**src/rtl/btb_if.sv**
```systemverilog
// Fetch-side lookup and decode-side update/flush bundle for the branch target buffer.
interface btb_if;
    logic [31:0] IF_PC;
    logic        IF_BTBHit;
    logic [31:0] IF_PredictedPC;
    logic        IF_HitIsJump;
    logic        ID_Update;
    logic [31:0] ID_PC;
    logic [31:0] ID_Target;
    logic        ID_BranchTaken;
    logic        ID_IsJump;
    logic        ID_FlushBTB;
    logic        BTB_Busy;

    modport master (
        output IF_PC,
        output ID_Update,
        output ID_PC,
        output ID_Target,
        output ID_BranchTaken,
        output ID_IsJump,
        output ID_FlushBTB,
        input  IF_BTBHit,
        input  IF_PredictedPC,
        input  IF_HitIsJump,
        input  BTB_Busy
    );

    modport slave (
        input  IF_PC,
        input  ID_Update,
        input  ID_PC,
        input  ID_Target,
        input  ID_BranchTaken,
        input  ID_IsJump,
        input  ID_FlushBTB,
        output IF_BTBHit,
        output IF_PredictedPC,
        output IF_HitIsJump,
        output BTB_Busy
    );
endinterface

```
**src/rtl/branch_target_buffer.sv**
```systemverilog
// Direct-mapped BTB: combinational fetch lookup, taken-only update from ID,
// and a one-entry-per-cycle invalidation sweep.
module branch_target_buffer #(
    parameter int INDEX_WIDTH = 3,
    parameter int TAG_WIDTH   = 8
) (
    input logic   clk,
    input logic   rst_n,
    btb_if.slave  bus
);
    localparam int ENTRIES = 1 << INDEX_WIDTH;
    localparam int TAG_LO  = INDEX_WIDTH + 2;
    localparam int TAG_HI  = INDEX_WIDTH + TAG_WIDTH + 1;
    localparam logic [INDEX_WIDTH-1:0] LAST = INDEX_WIDTH'(ENTRIES - 1);

    typedef enum logic {
        IDLE,
        FLUSH
    } state_t;

    state_t                 state_q;
    state_t                 state_d;
    logic [INDEX_WIDTH-1:0] cnt_q;
    logic [INDEX_WIDTH-1:0] cnt_d;
    logic                   clr_en;
    logic                   wr_en;

    logic [ENTRIES-1:0]     valid_q;
    logic [ENTRIES-1:0]     jump_q;
    logic [TAG_WIDTH-1:0]   tag_q    [ENTRIES];
    logic [31:0]            target_q [ENTRIES];

    logic [INDEX_WIDTH-1:0] rd_idx;
    logic [TAG_WIDTH-1:0]   rd_tag;
    logic [INDEX_WIDTH-1:0] wr_idx;
    logic [TAG_WIDTH-1:0]   wr_tag;
    logic                   busy;
    logic                   hit;

    assign rd_idx = bus.IF_PC[INDEX_WIDTH+1:2];
    assign rd_tag = bus.IF_PC[TAG_HI:TAG_LO];
    assign wr_idx = bus.ID_PC[INDEX_WIDTH+1:2];
    assign wr_tag = bus.ID_PC[TAG_HI:TAG_LO];

    // PC bits outside index/tag take no part in the lookup
    logic unused_pc;
    assign unused_pc = ^{bus.IF_PC, bus.ID_PC};

    always_comb begin
        state_d = state_q;
        cnt_d   = cnt_q;
        clr_en  = 1'b0;
        wr_en   = 1'b0;
        unique case (state_q)
            IDLE: begin
                if (bus.ID_FlushBTB) begin
                    state_d = FLUSH;
                    cnt_d   = '0;
                end else if (bus.ID_Update && bus.ID_BranchTaken) begin
                    wr_en = 1'b1;
                end
            end
            FLUSH: begin
                clr_en = 1'b1;
                if (bus.ID_FlushBTB) begin
                    cnt_d = '0;
                end else begin
                    cnt_d = cnt_q + 1'b1;
                    if (cnt_q == LAST) begin
                        state_d = IDLE;
                    end
                end
            end
            default: begin
                state_d = IDLE;
            end
        endcase
    end

    always_ff @(posedge clk or negedge rst_n) begin
        if (!rst_n) begin
            state_q <= IDLE;
            cnt_q   <= '0;
            valid_q <= '0;
            jump_q  <= '0;
            for (int i = 0; i < ENTRIES; i++) begin
                tag_q[i]    <= '0;
                target_q[i] <= '0;
            end
        end else begin
            state_q <= state_d;
            cnt_q   <= cnt_d;
            if (clr_en) begin
                valid_q[cnt_q] <= 1'b0;
            end else if (wr_en) begin
                valid_q[wr_idx]  <= 1'b1;
                tag_q[wr_idx]    <= wr_tag;
                target_q[wr_idx] <= bus.ID_Target;
                jump_q[wr_idx]   <= bus.ID_IsJump;
            end
        end
    end

    // Lookups are suppressed for the whole sweep, not just swept entries
    assign busy = (state_q == FLUSH);
    assign hit  = valid_q[rd_idx] && (tag_q[rd_idx] == rd_tag) && !busy;

    assign bus.BTB_Busy       = busy;
    assign bus.IF_BTBHit      = hit;
    assign bus.IF_HitIsJump   = hit && jump_q[rd_idx];
    assign bus.IF_PredictedPC = hit ? target_q[rd_idx] : bus.IF_PC + 32'd4;
endmodule

```
**src/flat_wrapper.sv**
```systemverilog
// flat-port wrapper written by rule: the top's interface ports become plain ports
module branch_target_buffer_flat 
#(
    parameter int INDEX_WIDTH = 3,
    parameter int TAG_WIDTH   = 8
)
  (clk, rst_n, bus_IF_PC, bus_ID_Update, bus_ID_PC, bus_ID_Target, bus_ID_BranchTaken, bus_ID_IsJump, bus_ID_FlushBTB, bus_IF_BTBHit, bus_IF_PredictedPC, bus_IF_HitIsJump, bus_BTB_Busy);
  btb_if bus_i ();
  input logic clk;
  input logic rst_n;
  input wire logic [$bits(bus_i.IF_PC)-1:0] bus_IF_PC;
  input wire logic [$bits(bus_i.ID_Update)-1:0] bus_ID_Update;
  input wire logic [$bits(bus_i.ID_PC)-1:0] bus_ID_PC;
  input wire logic [$bits(bus_i.ID_Target)-1:0] bus_ID_Target;
  input wire logic [$bits(bus_i.ID_BranchTaken)-1:0] bus_ID_BranchTaken;
  input wire logic [$bits(bus_i.ID_IsJump)-1:0] bus_ID_IsJump;
  input wire logic [$bits(bus_i.ID_FlushBTB)-1:0] bus_ID_FlushBTB;
  output wire logic [$bits(bus_i.IF_BTBHit)-1:0] bus_IF_BTBHit;
  output wire logic [$bits(bus_i.IF_PredictedPC)-1:0] bus_IF_PredictedPC;
  output wire logic [$bits(bus_i.IF_HitIsJump)-1:0] bus_IF_HitIsJump;
  output wire logic [$bits(bus_i.BTB_Busy)-1:0] bus_BTB_Busy;
  assign bus_i.IF_PC = bus_IF_PC;
  assign bus_i.ID_Update = bus_ID_Update;
  assign bus_i.ID_PC = bus_ID_PC;
  assign bus_i.ID_Target = bus_ID_Target;
  assign bus_i.ID_BranchTaken = bus_ID_BranchTaken;
  assign bus_i.ID_IsJump = bus_ID_IsJump;
  assign bus_i.ID_FlushBTB = bus_ID_FlushBTB;
  assign bus_IF_BTBHit = bus_i.IF_BTBHit;
  assign bus_IF_PredictedPC = bus_i.IF_PredictedPC;
  assign bus_IF_HitIsJump = bus_i.IF_HitIsJump;
  assign bus_BTB_Busy = bus_i.BTB_Busy;
  branch_target_buffer #(.INDEX_WIDTH(INDEX_WIDTH), .TAG_WIDTH(TAG_WIDTH)) u_core (.clk(clk), .rst_n(rst_n), .bus(bus_i));
endmodule
```
**config.mk**
```make
export PLATFORM = sky130hd
export DESIGN_NAME = branch_target_buffer_flat
export DESIGN_NICKNAME = d
export VERILOG_FILES = /design/src/rtl/btb_if.sv /design/src/rtl/branch_target_buffer.sv /design/src/flat_wrapper.sv
export SDC_FILE = /design/constraint.sdc
export NUM_CORES = 1
export LEC_CHECK = 0
export CAP_MARGIN = 20
export CORE_ASPECT_RATIO = 0.9
export CORE_MARGIN = 8
export CORE_UTILIZATION = 25
export CTS_CLUSTER_DIAMETER = 100
export DETAILED_ROUTE_END_ITERATION = 16
export HOLD_SLACK_MARGIN = 0.15
export PLACE_DENSITY = 0.51
export SYNTH_ARGS = -nofsm -noshare
export SYNTH_HDL_FRONTEND = slang
export SYNTH_SLANG_ARGS = --single-unit
```
**constraint.sdc**
```tcl
create_clock -name clk -period 3.94 [get_ports clk]
set_input_delay 0.788 -clock clk [delete_from_list [all_inputs] [get_ports clk]]
set_output_delay 0.788 -clock clk [all_outputs]
set_load 0.03 [all_outputs]
```
==> flow_results.xml <==
<?xml version="1.0" encoding="UTF-8"?>
<metrics>
  <group name="synthesis">
    <metric name="async_reset_ff_share" unit="%">100</metric>
    <metric name="postSynthNetCount" unit="">1163</metric>
    <metric name="synth.top_cells.by_count" unit="">sky130_fd_sc_hd__dfrtp_1, sky130_fd_sc_hd__mux2_2, sky130_fd_sc_hd__mux2_1</metric>
    <metric name="post_synth.cell_area_avg" unit="µm²">15.3</metric>
    <metric name="netlist_top_cells_area" unit="">sky130_fd_sc_hd__dfrtp_1, sky130_fd_sc_hd__mux2_2, sky130_fd_sc_hd__mux4_2</metric>
    <metric name="synth_seq_cells" unit="">340</metric>
    <metric name="post-synth-top-area-cell" unit="">sky130_fd_sc_hd__dfrtp_1</metric>
    <metric name="synth.most_common_cell" unit="">sky130_fd_sc_hd__dfrtp_1</metric>
    <metric name="synth.top_cell.area_share" unit="%">52.5</metric>
    <metric name="synth_seq_area_share" unit="%">52.5</metric>
    <metric name="top_ff_cell_synth" unit="">sky130_fd_sc_hd__dfrtp_1</metric>
    <metric name="synth.lib_cells_used.distinct" unit="">50</metric>
    <metric name="synth_edf_count" unit="">0</metric>
    <metric name="ys_warn_count" unit="">0</metric>
    <metric name="netlist_area" unit="µm²">16200</metric>
    <metric name="synth_cells" unit="">1058</metric>
  </group>
  <group name="timing">
    <metric name="rsz_0062_raised_after_global_routing" unit="">true</metric>
    <metric name="finClkSkew" unit="ns">0.0184</metric>
    <metric name="min_period" unit="ns">3.97</metric>
    <metric name="setup_ws" unit="ns">-0.0344</metric>
    <metric name="hold_ws" unit="ns">0.237</metric>
    <metric name="finalSetupViolations" unit="">6</metric>
    <metric name="slew_at_the_pin_with_the_worst_max_slew_slack" unit="ns">0.844</metric>
    <metric name="post-route-period-util" unit="%">101</metric>
    <metric name="final_number_of_max_transition_violations" unit="">0</metric>
    <metric name="timing.max_slew.rel_slack" unit="%">43.8</metric>
    <metric name="timing_hold_violations_final" unit="">0</metric>
    <metric name="maxClockFrequency" unit="GHz">0.252</metric>
  </group>
  <group name="cells_and_area">
    <metric name="fin_util" unit="%">33.0</metric>
    <metric name="ratio_of_cells_with_drive_above_1_in_the_final_layout" unit="%">44.1</metric>
    <metric name="synthToLayoutAreaGrowth" unit="%">30.4</metric>
    <metric name="fill_cells" unit="">6310</metric>
    <metric name="final-instance-count-excl-fill" unit="">2149</metric>
    <metric name="layout.nets" unit="">1370</metric>
    <metric name="postLayoutCellArea" unit="µm²">21100</metric>
  </group>
  <group name="worst_setup_path">
    <metric name="setup.worst_path.start_class" unit="">input pin</metric>
    <metric name="worst-setup-path-type" unit="">in -&gt; out</metric>
    <metric name="worst_ep_arrival" unit="ns">3.19</metric>
    <metric name="crit_required" unit="ns">3.15</metric>
    <metric name="worstSetupEndpointType" unit="">output pin</metric>
    <metric name="critical_path_peak_fanout" unit="">6</metric>
  </group>
  <group name="floorplan">
    <metric name="floorplan.initialDensity" unit="%">25.3</metric>
    <metric name="design.die.area" unit="µm²">73200</metric>
    <metric name="die_height" unit="µm">257</metric>
    <metric name="die_width" unit="µm">284</metric>
    <metric name="num_rows" unit="">88</metric>
    <metric name="io-pin-count" unit="">137</metric>
    <metric name="design.core.area" unit="µm²">64100</metric>
  </group>
  <group name="cts">
    <metric name="h_tree_levels" unit="">2</metric>
    <metric name="cts.hold.buffers_added" unit="">0</metric>
    <metric name="numCtsBuffers" unit="">38</metric>
    <metric name="clockBufferDepth" unit="">3</metric>
    <metric name="tritoncts_clock_tree" unit="">yes</metric>
    <metric name="clk_pin_slew_worst_paths" unit="ns">0.06</metric>
    <metric name="clkLatencyLatePin" unit="ns">0.52</metric>
    <metric name="cts_root_buf" unit="">sky130_fd_sc_hd__clkbuf_16</metric>
    <metric name="cts_num_sinks" unit="">340</metric>
  </group>
  <group name="grt">
    <metric name="grt_max_degree" unit="">97</metric>
    <metric name="first_global_vias" unit="">10800</metric>
    <metric name="global_route.overflow_total" unit="">0</metric>
    <metric name="antenna_violations_before_repair" unit="">8</metric>
    <metric name="total_track_usage" unit="%">12.0</metric>
    <metric name="grt_first_pass_wirelength" unit="mm">68.6</metric>
  </group>
  <group name="detailed_routing">
    <metric name="drt-pass1-iter-count" unit="">5</metric>
    <metric name="vias_per_cell" unit="">4.54</metric>
    <metric name="dr_total_vias" unit="">9749</metric>
    <metric name="ant_nets" unit="">0</metric>
    <metric name="detail_route.drc_violations" unit="">0</metric>
    <metric name="finalWirelength" unit="mm">43.7</metric>
    <metric name="route.detailed.wl_per_inst" unit="µm">20.3</metric>
    <metric name="dr.first_iter.drc_count" unit="">433</metric>
  </group>
  <group name="flow_run">
    <metric name="maxCapViolCount" unit="">0</metric>
  </group>
  <group name="pwr">
    <metric name="power_leakage" unit="µW">0.00992</metric>
    <metric name="fin_total_pwr" unit="µW">7860</metric>
    <metric name="power_density" unit="nW/µm²">372</metric>
    <metric name="worst_ir_drop_vdd" unit="µV">289</metric>
  </group>
  <group name="hold_path">
    <metric name="holdCritPathClass" unit="">in -&gt; async</metric>
  </group>
  <group name="placed_design">
    <metric name="placedInstanceArea" unit="µm²">19200</metric>
    <metric name="dp_cells" unit="">2060</metric>
    <metric name="gp_congestion" unit="">0.703</metric>
    <metric name="buffer_ports.inserted" unit="">115</metric>
    <metric name="dp_hpwl" unit="mm">27.7</metric>
  </group>
  <group name="run_status">
    <metric name="status" unit="">finished with violations</metric>
    <metric name="violations" unit="">negative setup slack</metric>
  </group>
</metrics>
[path summary, 6_finish.rpt]
path	depth (start not counted)	slack (ns)	from	endpoint
max	9	-0.03	bus_IF_PC[3]	bus_IF_PredictedPC[9]
max reg2reg	7	1.39	u_core.bus.BTB_Busy	u_core.target_q[29]
min reg2reg	1	0.48	u_core.target_q[168]	u_core.target_q[168]
min	1	0.24	rst_n	u_core.target_q[175]
max in group asynchronous	2	2.75	rst_n	u_core.target_q[221]
min in group clk	1	0.48	u_core.target_q[168]	u_core.target_q[168]
[per-stage QoR]
step / setup TNS (ns) / worst slack (ns)
2_1_floorplan: 0 / 0.0424
3_3_place_gp: -8.13 / -0.361
3_5_place_dp: -8.45 / -0.384
4_1_cts: -0.997 / -0.0981
5_1_grt: -2.06 / -0.130
6_report: -0.0803 / -0.0344
[critical path: stages]
cell                        delay [ns]
sky130_fd_sc_hd__buf_12           0.11
sky130_fd_sc_hd__mux4_2           0.53
sky130_fd_sc_hd__mux2i_4          0.19
sky130_fd_sc_hd__xnor2_2          0.12
sky130_fd_sc_hd__a2111oi_4        0.32
sky130_fd_sc_hd__and3_4           0.29
sky130_fd_sc_hd__buf_12           0.14
sky130_fd_sc_hd__mux2i_1          0.49
sky130_fd_sc_hd__buf_12           0.19
[metal layers]
layer,up-vias,global-route usage (%),part of all wire [%]
met5,-,0,0.16
met4,12,3.08,2.4
li1,4391,-,-
met2,130,19.2,47
met3,69,3.11,5.0
met1,5147,16.0,45
[cell families after synthesis]
family | after synthesis | synth area share, %
muxes | 490 | 38.8
DFF | 340 | 52.5
and+or+nand+nor | 98 | 3.38
buffers and inverters | 67 | 2.08
xor gates and xnor gates | 32 | 1.73
AOI/OAI and AO/OA | 28 | 1.26
adders and majority gates | 3 | 0.232
[state kept, by name (all words and copies together), names as in the netlist]
name                 count
u_core.cnt_q             3
u_core.jump_q            8
u_core.tag_q            64
u_core.valid_q           8
u_core.bus.BTB_Busy      1
u_core.target_q        256
[cell usage in the layout, fill, tap and decap left out, types with 5 or more instances in the layout]
cell type	count
sky130_fd_sc_hd__and2_1	6
sky130_fd_sc_hd__buf_12	42
sky130_fd_sc_hd__buf_16	5
sky130_fd_sc_hd__buf_4	99
sky130_fd_sc_hd__clkbuf_16	39
sky130_fd_sc_hd__clkbuf_8	14
sky130_fd_sc_hd__clkdlybuf4s50_1	71
sky130_fd_sc_hd__clkinv_2	6
sky130_fd_sc_hd__dfrtp_1	340
sky130_fd_sc_hd__dlygate4sd2_1	6
sky130_fd_sc_hd__mux2_1	100
sky130_fd_sc_hd__mux2_2	232
sky130_fd_sc_hd__mux2i_1	68
sky130_fd_sc_hd__mux2i_4	9
sky130_fd_sc_hd__mux4_2	76
sky130_fd_sc_hd__nand2_1	17
sky130_fd_sc_hd__nand2b_1	9
sky130_fd_sc_hd__nand3_1	15
sky130_fd_sc_hd__nand4_1	6
sky130_fd_sc_hd__nor2_1	11
sky130_fd_sc_hd__o21ai_0	7
sky130_fd_sc_hd__xnor2_1	8
sky130_fd_sc_hd__xor2_1	19
[repair_timing]
item                       in CTS  in global routing
pin swaps                      11                  7
hold endpoints to repair        0                  0
resized for setup              69                 25
setup endpoints to repair      31                 31
gates cloned                    5                  0
buffers inserted               14                  5
[cell type report]
type                       instances  area, µm²  share of cell area [%]
antenna                            3       7.51                  0.0355
tap                              855       1070                    5.06
clock buffer                      57       1180                    5.60
multi-input combinational        651       7660                    36.2
clock inverter                     9       98.8                   0.468
inverter                           1       3.75                  0.0178
timing repair buffer             233       2600                    12.3
sequential                       340       8510                    40.3
[power by group]
group | internal (µW) | switching (µW) | total [µW]
clock network | 2200 | 1410 | 3600
registers | 3540 | 27.7 | 3570
logic | 328 | 360 | 688
(Power assumes the default switching activity.)
